`src/rtl/timer_pkg.sv`:
```
// Shared types and helpers for the BCD countdown timer: FSM states,
// BCD digit width, 7-segment codes and the digit clamp.
package timer_pkg;

   typedef enum logic [1:0] {
      IDLE    = 2'd0,
      RUN     = 2'd1,
      PAUSED  = 2'd2,
      EXPIRED = 2'd3
   } state_t;

   localparam int BCD_W = 4;

   // Segment order is {g,f,e,d,c,b,a}, active-high.
   localparam logic [6:0] SEG_0     = 7'h3F;
   localparam logic [6:0] SEG_1     = 7'h06;
   localparam logic [6:0] SEG_2     = 7'h5B;
   localparam logic [6:0] SEG_3     = 7'h4F;
   localparam logic [6:0] SEG_4     = 7'h66;
   localparam logic [6:0] SEG_5     = 7'h6D;
   localparam logic [6:0] SEG_6     = 7'h7D;
   localparam logic [6:0] SEG_7     = 7'h07;
   localparam logic [6:0] SEG_8     = 7'h7F;
   localparam logic [6:0] SEG_9     = 7'h6F;
   localparam logic [6:0] SEG_BLANK = 7'h00;

   function automatic logic [BCD_W-1:0] clamp_digit(input logic [BCD_W-1:0] d,
                                                    input logic [BCD_W-1:0] max);
      return (d > max) ? max : d;
   endfunction

   function automatic logic [6:0] seg_code(input logic [BCD_W-1:0] d);
      logic [6:0] code;
      case (d)
         4'd0:    code = SEG_0;
         4'd1:    code = SEG_1;
         4'd2:    code = SEG_2;
         4'd3:    code = SEG_3;
         4'd4:    code = SEG_4;
         4'd5:    code = SEG_5;
         4'd6:    code = SEG_6;
         4'd7:    code = SEG_7;
         4'd8:    code = SEG_8;
         4'd9:    code = SEG_9;
         default: code = SEG_BLANK;
      endcase
      return code;
   endfunction

endpackage

```
`src/rtl/timer_bcd_field.sv`:
```
// One two-digit BCD field (units 0-9, tens 0-TENS_MAX) with load and
// borrow-chained decrement.
module timer_bcd_field
   import timer_pkg::*;
#(
   parameter logic [3:0] TENS_MAX = 4'd5
) (
   input  logic                 clk,
   input  logic                 reset,
   input  logic                 load,
   input  logic [2*BCD_W-1:0]   load_value,
   input  logic                 dec,
   input  logic                 borrow_in,
   output logic [2*BCD_W-1:0]   value,
   output logic                 borrow_out,
   output logic                 is_zero
);

   logic [BCD_W-1:0] units_r;
   logic [BCD_W-1:0] tens_r;

   assign is_zero    = (units_r == 4'd0) && (tens_r == 4'd0);
   assign borrow_out = borrow_in && is_zero;
   assign value      = {tens_r, units_r};

   // Digit registers: load wins over a decrement step.
   always_ff @(posedge clk) begin
      if (reset) begin
         units_r <= 4'd0;
         tens_r  <= 4'd0;
      end else if (load) begin
         units_r <= load_value[BCD_W-1:0];
         tens_r  <= load_value[2*BCD_W-1:BCD_W];
      end else if (dec && borrow_in) begin
         if (units_r == 4'd0) begin
            units_r <= 4'd9;
            tens_r  <= (tens_r == 4'd0) ? TENS_MAX : (tens_r - 4'd1);
         end else begin
            units_r <= units_r - 4'd1;
         end
      end
   end

endmodule

```
`src/rtl/bcd_countdown_timer.sv`:
```
// BCD countdown timer: NUM_FIELDS two-digit fields, run/pause/expire FSM,
// one-step prescaler, auto-reload and a multiplexed 7-segment scan.
module bcd_countdown_timer
   import timer_pkg::*;
#(
   parameter int NUM_FIELDS     = 2,
   parameter int TICK_DIV       = 50_000_000,
   parameter int SCAN_DIV       = 50_000,
   parameter int TOP_TENS_MAX   = 5,
   parameter int SEG_ACTIVE_LOW = 1
) (
   input  logic                    clk,
   input  logic                    reset,
   input  logic                    load,
   input  logic [8*NUM_FIELDS-1:0] preset,
   input  logic                    start,
   input  logic                    pause,
   input  logic                    auto_reload,
   output logic [8*NUM_FIELDS-1:0] count,
   output logic                    running,
   output logic                    done,
   output logic                    expired,
   output logic [6:0]              seg,
   output logic [2*NUM_FIELDS-1:0] digit_en,
   output logic                    dp
);

   localparam int D  = 2 * NUM_FIELDS;
   localparam int W  = 8 * NUM_FIELDS;
   localparam int PW = $clog2(TICK_DIV);
   localparam int SW = (SCAN_DIV > 1) ? $clog2(SCAN_DIV) : 1;
   localparam int IW = $clog2(D);
   localparam logic [PW-1:0]    PRESC_LAST = PW'(TICK_DIV - 1);
   localparam logic [SW-1:0]    SCAN_LAST  = SW'(SCAN_DIV - 1);
   localparam logic [IW-1:0]    IDX_LAST   = IW'(D - 1);
   localparam logic [BCD_W-1:0] TOP_TENS   = BCD_W'(TOP_TENS_MAX);
   localparam logic [6:0]       SEG_MASK   = (SEG_ACTIVE_LOW != 0) ? 7'h7F : 7'h00;

   state_t          state_r, state_next_s;
   logic [PW-1:0]   presc_r, presc_next_s;
   logic [W-1:0]    reload_r;
   logic [W-1:0]    preset_clamped_s;
   logic [W-1:0]    field_load_value_s;
   logic [W-1:0]    count_s;
   logic            field_load_s;
   logic            reload_now_s;
   logic            tick_s;
   logic            dec_s;
   logic            done_next_s;
   logic            count_zero_s;
   logic            done_r, running_r, expired_r;
   logic [NUM_FIELDS:0]   borrow_s;
   logic [NUM_FIELDS-1:0] zero_s;

   logic [SW-1:0]    scan_r, scan_next_s;
   logic [IW-1:0]    idx_r, idx_next_s;
   logic [BCD_W-1:0] digit_s;
   logic [6:0]       seg_drive_s;
   logic [6:0]       seg_r;
   logic [D-1:0]     digit_en_r;
   logic             dp_r;

   // Clamp the preset digit by digit; only the top field may exceed tens=5.
   always_comb begin
      preset_clamped_s = '0;
      for (int f = 0; f < NUM_FIELDS; f++) begin
         preset_clamped_s[8*f +: BCD_W] = clamp_digit(preset[8*f +: BCD_W], 4'd9);
         preset_clamped_s[8*f+BCD_W +: BCD_W] =
            clamp_digit(preset[8*f+BCD_W +: BCD_W], (f == NUM_FIELDS-1) ? TOP_TENS : 4'd5);
      end
   end

   assign field_load_s       = load || reload_now_s;
   assign field_load_value_s = load ? preset_clamped_s : reload_r;
   assign borrow_s[0]        = 1'b1;
   assign count_zero_s       = &zero_s;
   assign dec_s              = tick_s && !borrow_s[NUM_FIELDS];

   for (genvar f = 0; f < NUM_FIELDS; f++) begin : g_field
      timer_bcd_field #(
         .TENS_MAX((f == NUM_FIELDS-1) ? TOP_TENS : 4'd5)
      ) u_field (
         .clk       (clk),
         .reset     (reset),
         .load      (field_load_s),
         .load_value(field_load_value_s[8*f +: 8]),
         .dec       (dec_s),
         .borrow_in (borrow_s[f]),
         .value     (count_s[8*f +: 8]),
         .borrow_out(borrow_s[f+1]),
         .is_zero   (zero_s[f])
      );
   end

   // Next state, prescaler step and expiry/reload decisions.
   always_comb begin
      state_next_s = state_r;
      presc_next_s = presc_r;
      tick_s       = 1'b0;
      reload_now_s = 1'b0;
      done_next_s  = 1'b0;
      if (load) begin
         state_next_s = IDLE;
         presc_next_s = '0;
      end else begin
         case (state_r)
            IDLE: begin
               if (start && !count_zero_s) state_next_s = RUN;
               else                        state_next_s = IDLE;
            end
            RUN: begin
               if (count_zero_s) begin
                  // Zero was reached by the previous step: pulse done, then reload or stop.
                  done_next_s = 1'b1;
                  if (auto_reload && (reload_r != '0)) begin
                     reload_now_s = 1'b1;
                     presc_next_s = '0;
                  end else begin
                     state_next_s = EXPIRED;
                  end
               end else begin
                  if (presc_r == PRESC_LAST) begin
                     presc_next_s = '0;
                     tick_s       = 1'b1;
                  end else begin
                     presc_next_s = presc_r + PW'(1);
                  end
                  if (pause) state_next_s = PAUSED;
                  else       state_next_s = RUN;
               end
            end
            PAUSED: begin
               if (start && !pause) state_next_s = RUN;
               else                 state_next_s = PAUSED;
            end
            EXPIRED: state_next_s = EXPIRED;
            default: state_next_s = IDLE;
         endcase
      end
   end

   // FSM, prescaler, reload register and status outputs.
   always_ff @(posedge clk) begin
      if (reset) begin
         state_r   <= IDLE;
         presc_r   <= '0;
         reload_r  <= '0;
         done_r    <= 1'b0;
         running_r <= 1'b0;
         expired_r <= 1'b0;
      end else begin
         state_r   <= state_next_s;
         presc_r   <= presc_next_s;
         done_r    <= done_next_s;
         running_r <= (state_next_s == RUN);
         expired_r <= (state_next_s == EXPIRED);
         if (load) reload_r <= preset_clamped_s;
         else      reload_r <= reload_r;
      end
   end

   // Scan divider and digit index selection.
   always_comb begin
      scan_next_s = scan_r;
      idx_next_s  = idx_r;
      if (scan_r == SCAN_LAST) begin
         scan_next_s = '0;
         idx_next_s  = (idx_r == IDX_LAST) ? '0 : (idx_r + IW'(1));
      end else begin
         scan_next_s = scan_r + SW'(1);
      end
      digit_s     = count_s[BCD_W*int'(idx_next_s) +: BCD_W];
      seg_drive_s = seg_code(digit_s) ^ SEG_MASK;
   end

   // Registered display drive.
   always_ff @(posedge clk) begin
      if (reset) begin
         scan_r     <= '0;
         idx_r      <= '0;
         digit_en_r <= D'(1);
         seg_r      <= SEG_0 ^ SEG_MASK;
         dp_r       <= 1'b0;
      end else begin
         scan_r     <= scan_next_s;
         idx_r      <= idx_next_s;
         digit_en_r <= D'(1) << idx_next_s;
         seg_r      <= seg_drive_s;
         dp_r       <= (idx_next_s[0] == 1'b0) && (int'(idx_next_s) >= 2);
      end
   end

   assign count    = count_s;
   assign running  = running_r;
   assign done     = done_r;
   assign expired  = expired_r;
   assign seg      = seg_r;
   assign digit_en = digit_en_r;
   assign dp       = dp_r;

endmodule

```
`config.mk`:
```
export PLATFORM = sky130hd
export DESIGN_NAME = bcd_countdown_timer
export DESIGN_NICKNAME = d
export VERILOG_FILES = /design/src/rtl/timer_pkg.sv /design/src/rtl/timer_bcd_field.sv /design/src/rtl/bcd_countdown_timer.sv
export SDC_FILE = /design/constraint.sdc
export NUM_CORES = 1
export LEC_CHECK = 0
export ABC_AREA = 1
export CAP_MARGIN = 5
export CORE_MARGIN = 1.5
export CORE_UTILIZATION = 57
export DETAILED_ROUTE_END_ITERATION = 12
export HOLD_SLACK_MARGIN = 0.03
export PLACE_DENSITY_LB_ADDON = 0.08
export SLEW_MARGIN = 10
export SYNTH_ARGS = -nofsm -noshare
export SYNTH_HDL_FRONTEND = slang
export SYNTH_HIERARCHICAL = 1
export SYNTH_SLANG_ARGS = --single-unit
```
`constraint.sdc`:
```
create_clock -name clk -period 3.4 [get_ports clk]
set_input_delay 0.68 -clock clk [delete_from_list [all_inputs] [get_ports clk]]
set_output_delay 0.68 -clock clk [all_outputs]
set_load 0.005 [all_outputs]
```
==> results.txt <==
Status - finished clean
Post-CTS sizing - 0
Die H - 98.3 um
Adder-cell share of the synthesized area - 0.0194
Pwr dens - 364 nW/um^2
Worst hold stages - 2
First-pass DRT Iterations - 5
Final RePlAce weighted congestion - 0.897
CP startpoint kind - flip-flop
Register bit count reported by yosys - 93
Maximum vdd drop - 0.233 mV
Synth Area in Compound Gates - 0.120
Antenna-violating nets left - 0
Cts hold-fix bufs - 0
Placed cells - 914
TritonCTS clock tree - yes
Share of post-route cells with drive strength above 1 - 0.111
Int Power - 1570 uW
Post-Route WL - 12.2 mm
Yosys warns - 6
Worst reg2reg path startpoint - g_field[1].u_field/units_r[3]$_SDFFE_PP0P_
Primary FF master, synth - dfxtp_1
Max Buffers Root-to-Sink - 2
Switch Pwr - 605 uW
Dpl cell area - 5810 um^2
Netlist Area Pre-Place - 5170 um^2
Wire length per cell - 13.1 um
Crit-path max cell delay - 520 ps
Final net count - 847
DIE AREA - 9650 um^2
Final std cells w/o fill - 930
Worst hold start - reload_r[7]$_SDFF_PP0_
# Post-CTS Setup Buffers - 0
Via density - 5.40
Area growth from synthesis to layout - 15.8%
Share of synthesized area spent on multiplexers - 0
DRC Markers - 0
Post-layout util - 0.683
Multi-input logic area - 2800 um^2
Comb power frac - 0.153
Vias - 5,025
Max Cap Viol - 0
Fillers - 790
Clock Sinks - 93
Worst skew pair latency - 350 ps
Grt ovf - 0
RSZ-0062 raised after global routing - false
Slew headroom - 0.558
Largest net degree at the start of global routing - 28
R2r worst-path depth - 11
Vias in the first global route - 4,686
R2r setup slk - 690 ps
Storage element area - 1860 um^2
FFs w/ async S/R, synth - 0
Cts bufs inserted - 9
Post-Synth XOR/XNOR Area - 0.0119
Ports - 53
Most numerous cell in the Yosys netlist - nand2_1
Cell Chain, Critical Path - nor2_1, nand2_2, nor3_1, nand2_1, inv_1, nand2_1, nand2_1, nor2_1, nand2_1, nand2_1, nor3b_1
First-pass GRT wire length - 20.9 mm
CP endpoint kind - flip-flop
Post-layout min period - 2710 ps
Power share of the clock group - 0.315
Leakage - 0.00234 uW
Main combinational cell family by area after synthesis - simple AND/OR/NAND/NOR gates
Effective utilization at floorplan - 0.590
Core box area - 8760 um^2
First DRT Iteration DRCs - 354
Worst Tran Pin Value - 661 ps
Final worst-path cycle share - 0.796
H-Tree Depth - 3
Final setup viols - 0
Crit Reg-Reg Endpoint - presc_r[18]$_SDFFE_PP0P_
Sequential power share - 0.532
Detail Placement HPWL - 9.27 mm
Critical path required time - 3640 ps
Fin. Hold Viols - 0
Achievable frequency - 369 MHz
Top-area cell type share of the netlist area - 0.360
Worst Setup SP - g_field[1].u_field/units_r[3]$_SDFFE_PP0P_
Top post-synthesis cells by area - dfxtp_1 36%, nand2_1 10%, inv_1 8.2%
Register area share after synthesis - 0.360
Crit-path max FO - 21
Clock Skew - 5.99 ps
Final Slew Violations - 0
Switching part of the total - 0.278
Distinct cells, synth - 45
CP Class - reg2reg
Post-synth top area cell - dfxtp_1
Setup TNS - 0 ps
Simple-Gate Fraction of Synth Area - 0.388
GRT Util Overall - 0.262
Critical Path End - presc_r[18]$_SDFFE_PP0P_
IO Port Bufs - 52
Post-synth EDFFs - 0
CTS Root Cell - clkbuf_8
# rows - 34
Final instance area - 5990 um^2
CP arrival - 2950 ps
Chip width - 98.3 um
Worst Hold Class - reg2reg
Mapped Cells - 760
Critical path's slowest cell - nand2_1
Clk slew on worst S/H paths - 90 ps
Synth Area per Inst - 6.80 um^2
Cell mode on critical path - nand2_1
Initial antenna violation count - 0
Synth cell count leaders - 141 x nand2_1, 113 x inv_1, 105 x nor2_1
Ant diodes - 0
[critical path: cells and delay by family, from the launching register on]
kind / cells / cell delay (ps)
buffers and inverters: 1 / 210
flip-flops: 1 / 370
AND/OR/NAND/NOR: 10 / 2020
[power by group through the flow]
stage	clock (uW)	sequential, uW	combinational [uW]
after floorplan	0	1180	208
after global placement	0	1180	324
after detailed placement	0	1180	330
after CTS	708	1160	331
after global routing	745	1160	374
final	687	1160	332
[per-stage QoR]
| step | hold slack (ps) | worst slack (ps) | power (uW) |
|---|---|---|---|
| floorplan | 418 | 786 | 1390 |
| finish | 475 | 693 | 2180 |
| CTS | 474 | 738 | 2200 |
| detailed placement | 462 | 684 | 1510 |
| global route | 486 | 396 | 2280 |
| global placement | 427 | 769 | 1510 |
[metal layers]
layer	global-route usage	vias up	wire, um
met5	0	-	0
met4	0.0975	0	222
met3	0.0336	21	674
met2	0.437	170	5670
met1	0.349	2268	5600
li1	-	2566	-
[how the worst min path moves through the flow]
stage                              end
3_3_place_gp      scan_r[0]$_SDFF_PP0_
2_1_floorplan     scan_r[0]$_SDFF_PP0_
4_1_cts        reload_r[15]$_SDFF_PP0_
3_5_place_dp   reload_r[15]$_SDFF_PP0_
6_report        reload_r[7]$_SDFF_PP0_
5_1_grt        reload_r[15]$_SDFF_PP0_
[final cells by class]
class                      count  share of cell area
timing repair buffer          57              0.0932
clock inverter                 3             0.00334
multi-input combinational    535               0.468
inverter                     121              0.0759
clock buffer                  13              0.0265
tap                          108              0.0226
sequential                    93               0.311
[sequential cells by signal, indices dropped and copies added (netlist names)]
signal / count
reload_r: 16
running: 1
digit_en: 4
scan_r: 16
presc_r: 26
state_r: 2
idx_r: 2
g_field.u_field/units_r: 8
seg: 7
dp: 1
g_field.u_field/tens_r: 8
expired: 1
done: 1
[cell usage in the layout (no fill, tap or decap), types with 3 or more instances in the layout]
cell type	count
a211oi_1	5
a21oi_1	41
a21oi_2	5
and2_1	4
buf_4	5
clkbuf_8	11
clkdlybuf4s50_1	52
dfxtp_1	93
ha_1	8
inv_1	113
inv_2	7
nand2_1	141
nand2_2	16
nand2_4	8
nand3_1	49
nand3_2	8
nand4_1	15
nor2_1	105
nor2_2	12
nor3_1	24
nor3_2	4
nor3b_1	11
nor4_1	5
o211ai_1	3
o21ai_0	28
o21bai_1	5
o22ai_1	6
or2_2	6
xor2_1	6
[kinds of logic (layout without fill, tap and decap cells)]
| family | after synthesis | count (layout) |
|---|---|---|
| compound gates | 104 | 104 |
| fa+ha+maj | 8 | 8 |
| simple gates | 414 | 414 |
| xor+xnor | 7 | 7 |
| buf+inv | 133 | 194 |
| other cells | 1 | 2 |
| flops | 93 | 93 |
No activity file was read; power rests on OpenSTA's default activity.
